### src/rtl/disp_pkg.sv
// rtl/disp_pkg.sv - shared types and sizes for the display scheduler
package disp_pkg;

  typedef enum logic [1:0] {IDLE, CONV, SHOW} state_t;

  localparam int BCD_DIGITS = 5;
  localparam int BCD_W      = 20;

  // Index width for a source count; never narrower than one bit.
  function automatic int sel_w(input int n);
    return (n <= 2) ? 1 : $clog2(n);
  endfunction

endpackage

### src/rtl/dd_step.sv
// rtl/dd_step.sv - one double-dabble iteration: add 3 to nibbles >= 5, then shift left
module dd_step
  import disp_pkg::*;
#(
  parameter int W = 11
) (
  input  logic [BCD_W+W-1:0] din_i,
  output logic [BCD_W+W-1:0] dout_o
);

  logic [BCD_W-1:0] bcd_adj;

  always_comb begin
    bcd_adj = din_i[BCD_W+W-1:W];
    for (int d = 0; d < BCD_DIGITS; d++) begin
      if (bcd_adj[d*4 +: 4] >= 4'd5) begin
        bcd_adj[d*4 +: 4] = bcd_adj[d*4 +: 4] + 4'd3;
      end
    end
    dout_o = {bcd_adj, din_i[W-1:0]} << 1;
  end

endmodule

### src/rtl/disp_scheduler.sv
// rtl/disp_scheduler.sv - round-robin source selection and signed BCD conversion
// for a shared 5-digit 7-segment display
module disp_scheduler
  import disp_pkg::*;
#(
  parameter int N_SRC = 3,
  parameter int W     = 11,
  parameter int DWELL = 50_000_000
) (
  input  logic                      clk,
  input  logic                      rst_n,
  input  logic [N_SRC-1:0]          src_valid,
  input  logic [N_SRC*W-1:0]        src_data,
  input  logic                      hold,
  output logic [BCD_W-1:0]          bcd_out,
  output logic                      sig_out,
  output logic [sel_w(N_SRC)-1:0]   sel_out,
  output logic                      disp_update,
  output logic                      busy
);

  localparam int SW  = sel_w(N_SRC);
  localparam int CW  = $clog2(W + 1);
  localparam int DW  = (DWELL > 1) ? $clog2(DWELL) : 1;
  localparam int SRW = BCD_W + W;

  state_t           state_q, state_d;
  logic [SW-1:0]    last_q, last_d;
  logic             pos_q, pos_d;
  logic [SRW-1:0]   sr_q, sr_d;
  logic [CW-1:0]    cnt_q, cnt_d;
  logic [DW-1:0]    dwell_q, dwell_d;
  logic [BCD_W-1:0] bcd_q, bcd_d;
  logic             sig_q, sig_d;
  logic [SW-1:0]    sel_q, sel_d;
  logic             upd_q, upd_d;

  logic [SW-1:0]    grant;
  logic [W-1:0]     gdata;
  logic [W-1:0]     mag;
  logic             hi_found;
  logic [SRW-1:0]   step;

  dd_step #(.W(W)) u_dd_step (
    .din_i  (sr_q),
    .dout_o (step)
  );

  // Prefer the lowest valid index above last; otherwise wrap to the lowest at or below it.
  always_comb begin
    grant    = last_q;
    gdata    = src_data[W-1:0];
    hi_found = 1'b0;
    for (int j = N_SRC - 1; j >= 0; j--) begin
      if (src_valid[j] && (j > int'(last_q))) begin
        hi_found = 1'b1;
        grant    = SW'(j);
        gdata    = src_data[j*W +: W];
      end
    end
    for (int j = N_SRC - 1; j >= 0; j--) begin
      if (!hi_found && src_valid[j] && (j <= int'(last_q))) begin
        grant = SW'(j);
        gdata = src_data[j*W +: W];
      end
    end
    mag = gdata[W-1] ? (~gdata + {{(W-1){1'b0}}, 1'b1}) : gdata;
  end

  always_comb begin
    state_d = state_q;
    last_d  = last_q;
    pos_d   = pos_q;
    sr_d    = sr_q;
    cnt_d   = cnt_q;
    dwell_d = dwell_q;
    bcd_d   = bcd_q;
    sig_d   = sig_q;
    sel_d   = sel_q;
    upd_d   = 1'b0;
    unique case (state_q)
      IDLE: begin
        if (|src_valid) begin
          sr_d    = {{BCD_W{1'b0}}, mag};
          pos_d   = ~gdata[W-1];
          cnt_d   = CW'(W);
          last_d  = grant;
          state_d = CONV;
        end
      end
      CONV: begin
        sr_d  = step;
        cnt_d = cnt_q - CW'(1);
        // Final shift: publish all three outputs together from the fresh result.
        if (cnt_q == CW'(1)) begin
          bcd_d   = step[SRW-1:W];
          sig_d   = pos_q;
          sel_d   = last_q;
          upd_d   = 1'b1;
          dwell_d = DW'(DWELL - 1);
          state_d = SHOW;
        end
      end
      SHOW: begin
        if (dwell_q != '0) begin
          dwell_d = dwell_q - DW'(1);
        end else if (!hold) begin
          state_d = IDLE;
        end
      end
      default: state_d = IDLE;
    endcase
  end

  always_ff @(posedge clk or negedge rst_n) begin
    if (!rst_n) begin
      state_q <= IDLE;
      last_q  <= SW'(N_SRC - 1);
      pos_q   <= 1'b1;
      sr_q    <= '0;
      cnt_q   <= '0;
      dwell_q <= '0;
      bcd_q   <= '0;
      sig_q   <= 1'b1;
      sel_q   <= '0;
      upd_q   <= 1'b0;
    end else begin
      state_q <= state_d;
      last_q  <= last_d;
      pos_q   <= pos_d;
      sr_q    <= sr_d;
      cnt_q   <= cnt_d;
      dwell_q <= dwell_d;
      bcd_q   <= bcd_d;
      sig_q   <= sig_d;
      sel_q   <= sel_d;
      upd_q   <= upd_d;
    end
  end

  assign bcd_out     = bcd_q;
  assign sig_out     = sig_q;
  assign sel_out     = sel_q;
  assign disp_update = upd_q;
  assign busy        = (state_q == CONV);

endmodule

### config.mk
export PLATFORM = sky130hd
export DESIGN_NAME = disp_scheduler
export DESIGN_NICKNAME = d
export VERILOG_FILES = /design/src/rtl/disp_pkg.sv /design/src/rtl/dd_step.sv /design/src/rtl/disp_scheduler.sv
export SDC_FILE = /design/constraint.sdc
export NUM_CORES = 1
export LEC_CHECK = 0
export CORE_MARGIN = 2
export CORE_UTILIZATION = 50
export CTS_CLUSTER_DIAMETER = 200
export DETAILED_ROUTE_END_ITERATION = 10
export PLACE_DENSITY_LB_ADDON = 0.08
export SLEW_MARGIN = 25
export SYNTH_ARGS = -nofsm -noshare
export SYNTH_HDL_FRONTEND = slang
export SYNTH_HIERARCHICAL = 1
export SYNTH_SLANG_ARGS = --single-unit
### constraint.sdc
create_clock -name clk -period 6.5 [get_ports clk]
set_input_delay 1.3 -clock clk [delete_from_list [all_inputs] [get_ports clk]]
set_output_delay 1.3 -clock clk [all_outputs]
set_load 0.01 [all_outputs]
==> results.ini <==
[pwr]
vdd_ir_drop_max_mv = 0.1703
power_density_nw_per_um2 = 429.6
power.leakage_nw = 2.525
fin_total_pwr_mw = 2.522

[final_layout]
antenna_cells = 0
fillers = 912
synthToLayoutAreaGrowth_pct = 15.97
final_common_cell = nand2_1
drive_gt1_frac = 0.06573
final_cell_mix = nand2_1 (158), dfrtp_1 (87), clkdlybuf4s50_1 (62)
final_nets = 687

[global_route]
grt.total_usage = 0.2080
antenna_found_initial = 0
grt_pass1_vias = 4190
grt_first_pass_wirelength_um = 19050
grt_max_degree = 55
overflow = 0

[logic_synthesis]
synth-async-reset-ratio = 1.000
ys_seq_area_frac = 0.4456
netlist_instances = 593
synthFlopType = dfrtp_1
yosysWarnings = 6
avgSynthCellArea_um2 = 8.537
syn_nets = 646
synth_edf_count = 0
synth-seq-cells = 90
synth_cell_types = 58
netlist_area_um2 = 5062

[placed_design]
gp_congestion = 0.8759
io_buffers = 63
dpl.hpwl_um = 7414

[hold_path]
worstHoldPathType = flop to flop

[cts]
post_cts_buffers = 0
cts_root_buffer = clkbuf_8
cts_sinks = 90
clock_latency_ns = 0.37
hold_buffers = 0
htreeDepth = 3
cts_tree = built
numCtsBuffers = 9
cts_buffer_depth = 2
clk_pin_slew_ns = 0.09
cts_resized = 0

[sta]
fin_skew_ns = 0.01537
final_max_slew_viol_count = 0
rsz0062_at_grt = no
period_share = 0.6191
fin_setup_tns_ns = 0
worst_pin_slew_ns = 0.8322
setup_viol = 0
slew_headroom = 0.4426
hold_viol = 0
fmax_mhz = 248.5
min_period_ns = 4.024

[route]
ant_nets = 0
num_vias = 4240
drt_iter0_markers = 189
wl_per_cell_um = 13.92
first_pass_iters = 4
drc = 0
wirelength_um = 10750
vias_per_cell = 5.492

[critical_path]
critPathKind = input port to flop
cp_max_fo = 14
startpoint_type = input port
arrival_ns = 4.25
worstPathRequired_ns = 6.72
worstSetupEndpointType = flop

[floorplan]
die_w_um = 104.6
ios = 64
die_area_um2 = 10950
core_um2 = 9819
start_util = 0.5155
placementRows = 36
dieHeight_um = 104.6

[status]
status = finished, final reports clean

[flow_run]
drv_cap = 0

==> layer usage <==
layer  routed length [µm]  vias to the layer above  track usage
li1                     -                     2088            -
met2                 5051                       98       0.3529
met3                  447                       11      0.03119
met1                 5123                     2043       0.2758
met4                  125                        0      0.06381
met5                    0                        -            0
==> final timing paths <==
kind | from | to | slack [ns] | depth (start not counted)
max | src_valid[1] | sr_q[8] | 2.48 | 10
min | sig_out | sig_out | 0.47 | 2
max reg2reg | state_q[1] | dwell_q[16] | 3.44 | 8
min reg2reg | sig_out | sig_out | 0.47 | 2
max in group asynchronous | rst_n | dwell_q[2] | 4.57 | 2
min in group asynchronous | rst_n | bcd_out[3] | 0.88 | 1
==> synth_stat cells (9+ instances only) <==
master	number	share of area
nand3_1	9	0.0089
nor3_1	14	0.014
a21oi_1	14	0.014
nor2_1	30	0.022
buf_4	12	0.018
o22a_1	10	0.017
ha_1	14	0.035
nand2_1	158	0.12
mux2i_1	9	0.018
dfrtp_1	87	0.43
nand2b_1	12	0.015
clkbuf_1	22	0.016
xnor2_1	22	0.038
o21ai_0	48	0.047
inv_1	20	0.015
==> final cells by class <==
type                            instances  area, µm²  share of cell area
Timing Repair Buffer                   67      658.1              0.1121
Inverter                               22      82.58             0.01407
Clock inverter                          6      47.55            0.008099
Multi-Input combinational cell        444       2532              0.4314
Clock buffer                           10      127.6             0.02174
Tap cell                              133      166.4             0.02835
Sequential cell                        90       2256              0.3843
==> sequential cells by signal (all words and copies together) (netlist names) <==
signal       cells
pos_q            1
bcd_out         20
sel_out          2
sig_out          1
cnt_q            4
disp_update      1
state_q          2
dwell_q         26
sr_q            31
last_q           2
==> power breakdown <==
part	switching [mW]	leakage, nW	internal (mW)
sequential	0.205	1.08	0.814
clock	0.216	0.0877	0.144
combinational	0.644	1.36	0.500
==> cell families after synthesis <==
logic type               count (synthesis)  synth area share
XOR/XNOR                                25           0.04325
flip-flops                              90            0.4456
AND/OR/NAND/NOR                        273            0.2467
buffers and inverters                   59           0.05413
other                                    1         0.0007408
AO/OA/AOI/OAI                          121            0.1550
adder cells (fa/ha/maj)                 14           0.03460
multiplexers                            10           0.02002
==> metrics by stage <==
stage / worst slack (ns) / hold WS [ns] / utilization / std cells / area [µm²]
global route: 2.288 / 0.4998 / 0.5979 / 772 / 5871
detailed placement: 2.130 / 0.4577 / 0.5800 / 756 / 5695
CTS: 2.484 / 0.4716 / 0.5979 / 772 / 5871
global placement: 2.322 / 0.4498 / 0.5800 / 756 / 5695
floorplan: 3.136 / 0.4346 / - / 593 / 5062
finish: 2.476 / 0.4668 / 0.5979 / 772 / 5871
==> critical path: stages <==
cell             delay, ns
clkdlybuf4s50_1       0.74
inv_1                 0.14
a31oi_1               0.71
o22a_1                0.30
nand2_1               0.07
ha_1                  0.21
a21boi_0              0.19
a41oi_1               0.33
xnor2_1               0.16
a21oi_1               0.10
Note: power is estimated with default switching activity, not from simulation.
